===== src/rtl/serial_adder.sv =====
// Bit-serial N_BITS adder: one gate-level full_adder plus a carry flop, one bit per clock, LSB first.
// Optional two's-complement overflow output enabled by defining SERIAL_ADDER_OVERFLOW_EN.

module full_adder (
    input  logic a_i,
    input  logic b_i,
    input  logic c_i,
    output logic s_o,
    output logic co_o
);
    logic axb;

    assign axb  = a_i ^ b_i;
    assign s_o  = axb ^ c_i;
    assign co_o = (a_i & b_i) | (c_i & axb);
endmodule

module serial_adder #(
    parameter int N_BITS = 8
) (
    input  logic              i_clk,
    input  logic              i_rst,
    input  logic              i_start,
    input  logic [N_BITS-1:0] i_a,
    input  logic [N_BITS-1:0] i_b,
    input  logic              i_carry_in,
    output logic              o_busy,
    output logic              o_done,
    output logic [N_BITS-1:0] o_s,
    output logic              o_carry_out
`ifdef SERIAL_ADDER_OVERFLOW_EN
    ,
    output logic              o_overflow
`endif
);
    localparam int CW = $clog2(N_BITS) + 1;

    typedef enum logic [1:0] {
        IDLE = 2'd0,
        RUN  = 2'd1,
        DONE = 2'd2
    } state_e;

    state_e            state_q, state_d;
    logic [N_BITS-1:0] a_sh_q, a_sh_d;
    logic [N_BITS-1:0] b_sh_q, b_sh_d;
    // Only N_BITS-1 bits need storing: the final bit is merged straight into the result.
    logic [N_BITS-2:0] sum_sh_q, sum_sh_d;
    logic              carry_q, carry_d;
    logic [CW-1:0]     cnt_q, cnt_d;
    logic [N_BITS-1:0] s_q, s_d;
    logic              cout_q, cout_d;
    logic              ovf_q, ovf_d;

    logic              fa_s, fa_co;
    logic [N_BITS-1:0] sum_cat;

    full_adder u_fa (
        .a_i  (a_sh_q[0]),
        .b_i  (b_sh_q[0]),
        .c_i  (carry_q),
        .s_o  (fa_s),
        .co_o (fa_co)
    );

    assign sum_cat = {fa_s, sum_sh_q};

    always_comb begin
        state_d  = state_q;
        a_sh_d   = a_sh_q;
        b_sh_d   = b_sh_q;
        sum_sh_d = sum_sh_q;
        carry_d  = carry_q;
        cnt_d    = cnt_q;
        s_d      = s_q;
        cout_d   = cout_q;
        ovf_d    = ovf_q;
        unique case (state_q)
            IDLE: begin
                if (i_start) begin
                    a_sh_d  = i_a;
                    b_sh_d  = i_b;
                    carry_d = i_carry_in;
                    cnt_d   = '0;
                    state_d = RUN;
                end
            end
            RUN: begin
                a_sh_d   = a_sh_q >> 1;
                b_sh_d   = b_sh_q >> 1;
                sum_sh_d = sum_cat[N_BITS-1:1];
                carry_d  = fa_co;
                if (cnt_q == CW'(N_BITS - 1)) begin
                    // carry_q is the carry into the MSB, fa_co the carry out of it
                    s_d     = sum_cat;
                    cout_d  = fa_co;
                    ovf_d   = carry_q ^ fa_co;
                    state_d = DONE;
                end else begin
                    cnt_d = cnt_q + 1'b1;
                end
            end
            DONE:    state_d = IDLE;
            default: state_d = IDLE;
        endcase
    end

    always_ff @(posedge i_clk) begin
        if (i_rst) begin
            state_q  <= IDLE;
            a_sh_q   <= '0;
            b_sh_q   <= '0;
            sum_sh_q <= '0;
            carry_q  <= 1'b0;
            cnt_q    <= '0;
            s_q      <= '0;
            cout_q   <= 1'b0;
            ovf_q    <= 1'b0;
        end else begin
            state_q  <= state_d;
            a_sh_q   <= a_sh_d;
            b_sh_q   <= b_sh_d;
            sum_sh_q <= sum_sh_d;
            carry_q  <= carry_d;
            cnt_q    <= cnt_d;
            s_q      <= s_d;
            cout_q   <= cout_d;
            ovf_q    <= ovf_d;
        end
    end

    assign o_busy      = (state_q == RUN);
    assign o_done      = (state_q == DONE);
    assign o_s         = s_q;
    assign o_carry_out = cout_q;

`ifdef SERIAL_ADDER_OVERFLOW_EN
    assign o_overflow = ovf_q;
`else
    logic unused_ovf;
    assign unused_ovf = ovf_q;
`endif
endmodule


===== config.mk =====
export PLATFORM = sky130hd
export DESIGN_NAME = serial_adder
export DESIGN_NICKNAME = d
export VERILOG_FILES = /design/src/rtl/serial_adder.sv
export SDC_FILE = /design/constraint.sdc
export NUM_CORES = 1
export LEC_CHECK = 0
export BUFFER_PORTS_ARGS = -buffer_cell sky130_fd_sc_hd__buf_2
export CORE_MARGIN = 10
export CORE_UTILIZATION = 35
export DETAILED_ROUTE_END_ITERATION = 6
export PLACE_DENSITY = 0.63
export SLEW_MARGIN = 10
export SYNTH_ARGS = -nofsm -noshare
export SYNTH_HDL_FRONTEND = slang
export SYNTH_SLANG_ARGS = --single-unit

===== constraint.sdc =====
create_clock -name i_clk -period 1.3 [get_ports i_clk]
set_input_delay 0.065 -clock i_clk [delete_from_list [all_inputs] [get_ports i_clk]]
set_output_delay 0.065 -clock i_clk [all_outputs]
set_load 0.03 [all_outputs]

==> metrics.md <==
| Metric | Value |
|---|---|
| Area contributors post-synth | `dfxtp_1 48%, a21oi_1 10%, nand2_1 7.4%` |
| GP Congestion | `around 0.74` |
| CP Capture Type | `flip-flop` |
| TritonCTS clock tree | `done` |
| Max_cap viols | `0` |
| Worst EP arrival | `around 1.5 ns` |
| Row cnt | `24` |
| Critical path class | `reg -> reg` |
| Antenna diode count | `0` |
| Power per cell area | `1180 mW/mm^2` |
| Clock sinks | `39` |
| Slowest CP cell | `or3_4` |
| Routed WL per cell | `13.8 um` |
| Layout Nets | `262` |
| CTS clk-pin slew, worst paths | `around 0.07 ns` |
| Fin util | `49.3%` |
| Via Count | `around 1500` |
| Post-Route WL | `4040 um` |
| GRT Total Usage | `10.6%` |
| # port buffers | `30` |
| Initial drt markers | `between 40 and 50` |
| Number of H-tree levels | `2` |
| GRT overflow | `0` |
| Status | `finished, final reports clean` |
| Placed inst area | `0.00194 sq mm` |
| Worst-path maximum fanout | `3` |
| Worst vdd ir | `0.00101 V` |
| Sequential share of power | `49.5%` |
| Final Max Slew Viols | `0` |
| Mapped cell area | `0.00163 sq mm` |
| Rel. slew slack | `75.5%` |
| Die W | `88.3 um` |
| Mean Syn Cell Area | `8.37 sq um` |
| Hold buffers post-CTS | `0` |
| Commonest cells in the netlist | `39 x dfxtp_1, 33 x a21oi_1, 32 x nand2_1` |
| Area of the multi-input gates | `848 sq um` |
| Syn nets | `217` |
| Share of post-route cells with drive strength above 1 | `34.6%` |
| First-pass GRT wire length | `6690 um` |
| Unrepaired setup endpoints after global routing | `true` |
| Residual DRC count | `0` |
| Hold WC Path Type | `in -> reg` |
| Reg area | `slightly below 800 sq um` |
| Final Cell Area | `0.00219 sq mm` |
| Post-synthesis sequential area ratio | `a little under half` |
| CTS max path bufs | `2` |
| Synth Warn # | `0` |
| Final Hold Fails | `0` |
| Initial antenna violation count | `0` |
| Final period util | `98.7%` |
| Number of synthesized flops with an enable pin | `0` |
| Ys flop type | `dfxtp_1` |
| Clock buffer count from CTS | `5` |
| Clk_lat worst skew | `0.28 ns` |
| Sw Ratio | `23.9%` |
| Slowest stage delay, CP | `approximately 0.37 ns` |
| TritonRoute pass-1 iters | `4` |
| CP startpoint kind | `flip-flop` |
| Die ar. | `0.00779 sq mm` |
| Sw power | `0.620 mW` |
| Tightest Pin Transition | `around 0.37 ns` |
| FILL cells | `443` |
| Largest net degree at the start of global routing | `19` |
| Area grow syn2layout | `34.4%` |
| Clock power frac | `37.2%` |
| Root Buffer | `clkbuf_8` |
| Post-synth top area cell | `dfxtp_1` |
| Hpwl dp | `2700 um` |
| Core ar. | `~0.0044 sq mm` |
| Initial cell density of the core | `36.7%` |
| Mapped Cells | `roughly 200` |
| Die H | `88.3 um` |
| Final setup fails | `0` |
| Ys async rst share | `0%` |
| Post-synth top area share | `47.9%` |
| Vias in the first global route | `1458` |
| Number of synthesized register bits | `39` |
| Sequence of cells on the critical path | `ha_4 > and3b_2 > or3_4 > o22ai_1` |
| Synth unique cells | `29` |
| Post-layout min period | `1.28 ns` |
| Worst path required time | `around 1.5 ns` |
| Number of routed nets with antenna violations | `0` |
| Clock skew | `0.00338 ns` |
| Top-count cell post-synth | `dfxtp_1` |
| Ports | `31` |
| LEAKAGE | `0.890 nW` |
| Power share of the combinational group | `a little over an eighth` |
| Internal | `1.97 mW` |
| Via-to-Cell Ratio | `5.21` |
| Fmax | `779 MHz` |
[state kept, by name, summed over array words and instances, names as in the netlist]
signal / flops
cnt_q: 4
o_carry_out: 1
state_q: 2
b_sh_q: 8
carry_q: 1
a_sh_q: 8
o_s: 8
sum_sh_q: 7
[power groups by stage]
stage	clock, mW	sequential [mW]	combinational [mW]
floorplan	0	1.30	0.185
global placement	0	1.30	0.293
detailed placement	0	1.30	0.294
CTS	0.997	1.28	0.320
global route	1.04	1.29	0.383
finish	0.964	1.28	0.345
[stage by stage]
stage / power (mW) / setup slack [ns] / cells / setup TNS [ns] / hold slack (ns)
5_1_grt: 2.71 / -0.0238 / 292 / -0.100 / 0.0177
2_1_floorplan: 1.49 / -0.00641 / 195 / -0.00641 / 0.206
4_1_cts: 2.60 / -0.00442 / 292 / -0.00442 / 0.00823
6_report: 2.59 / 0.0166 / 292 / 0 / 0.0145
3_3_place_gp: 1.60 / 0.0507 / 280 / 0 / 0.311
3_5_place_dp: 1.60 / 0.00648 / 280 / 0 / 0.310
[worst max-delay path: cells and delay by family, from the launching register on]
family / cells / cell delay [ns]
AOI/OAI and AO/OA: 1 / 0.15
adders and majority gates: 1 / 0.16
DFF: 1 / 0.34
and+or+nand+nor: 2 / 0.57
[layout by cell type, fill, tap and decap left out, types with 9 or more instances in the layout]
master and count:
a211oi_1 11, nand3_1 10, buf_2 29, nand2_1 32, buf_4 20, dfxtp_1 36
nor2_1 17, a21oi_1 27, o31ai_1 9
[cells by family after synthesis]
group	after synthesis	synth area share, %
fa+ha+maj	2	1.99
buf+inv	19	5.52
compound gates	66	25.8
flops	39	47.9
simple gates	69	18.9
[layer usage]
layer / routed length, um / GRT usage, % / share of wire, %
met1: 1830 / 12.3 / 45
met4: 40 / 3.52 / 0.99
met5: 0 / 0 / 0
met2: 1900 / 17.6 / 47
met3: 271 / 4.04 / 6.7
[final cells by class]
cell class                 count  area share, %
timing repair buffer          55           17.5
tap                           52           2.97
clock buffer                   6           3.31
sequential                    39           35.8
clock inverter                 1           1.37
multi-input combinational    137           38.7
inverter                       2          0.342
[path summary, 6_finish.rpt]
path	from	end	slack, ns	depth (start not counted)
hold / removal	i_b[1]	b_sh_q[1]$_SDFFE_PP0P_	0.01	3
hold reg to reg	sum_sh_q[0]$_SDFFE_PP0P_	sum_sh_q[0]$_SDFFE_PP0P_	0.47	2
setup / recovery	cnt_q[0]$_SDFFE_PP0P_	cnt_q[0]$_SDFFE_PP0P_	0.02	4
setup reg to reg	cnt_q[0]$_SDFFE_PP0P_	cnt_q[0]$_SDFFE_PP0P_	0.02	4
[timing repair]
action / in CTS / in global routing
endpoints found under the setup margin: 3 / 22
gates resized for setup: 11 / 16
pin swaps: 3 / 7
setup buffers: 5 / 0
(Power assumes the default switching activity.)
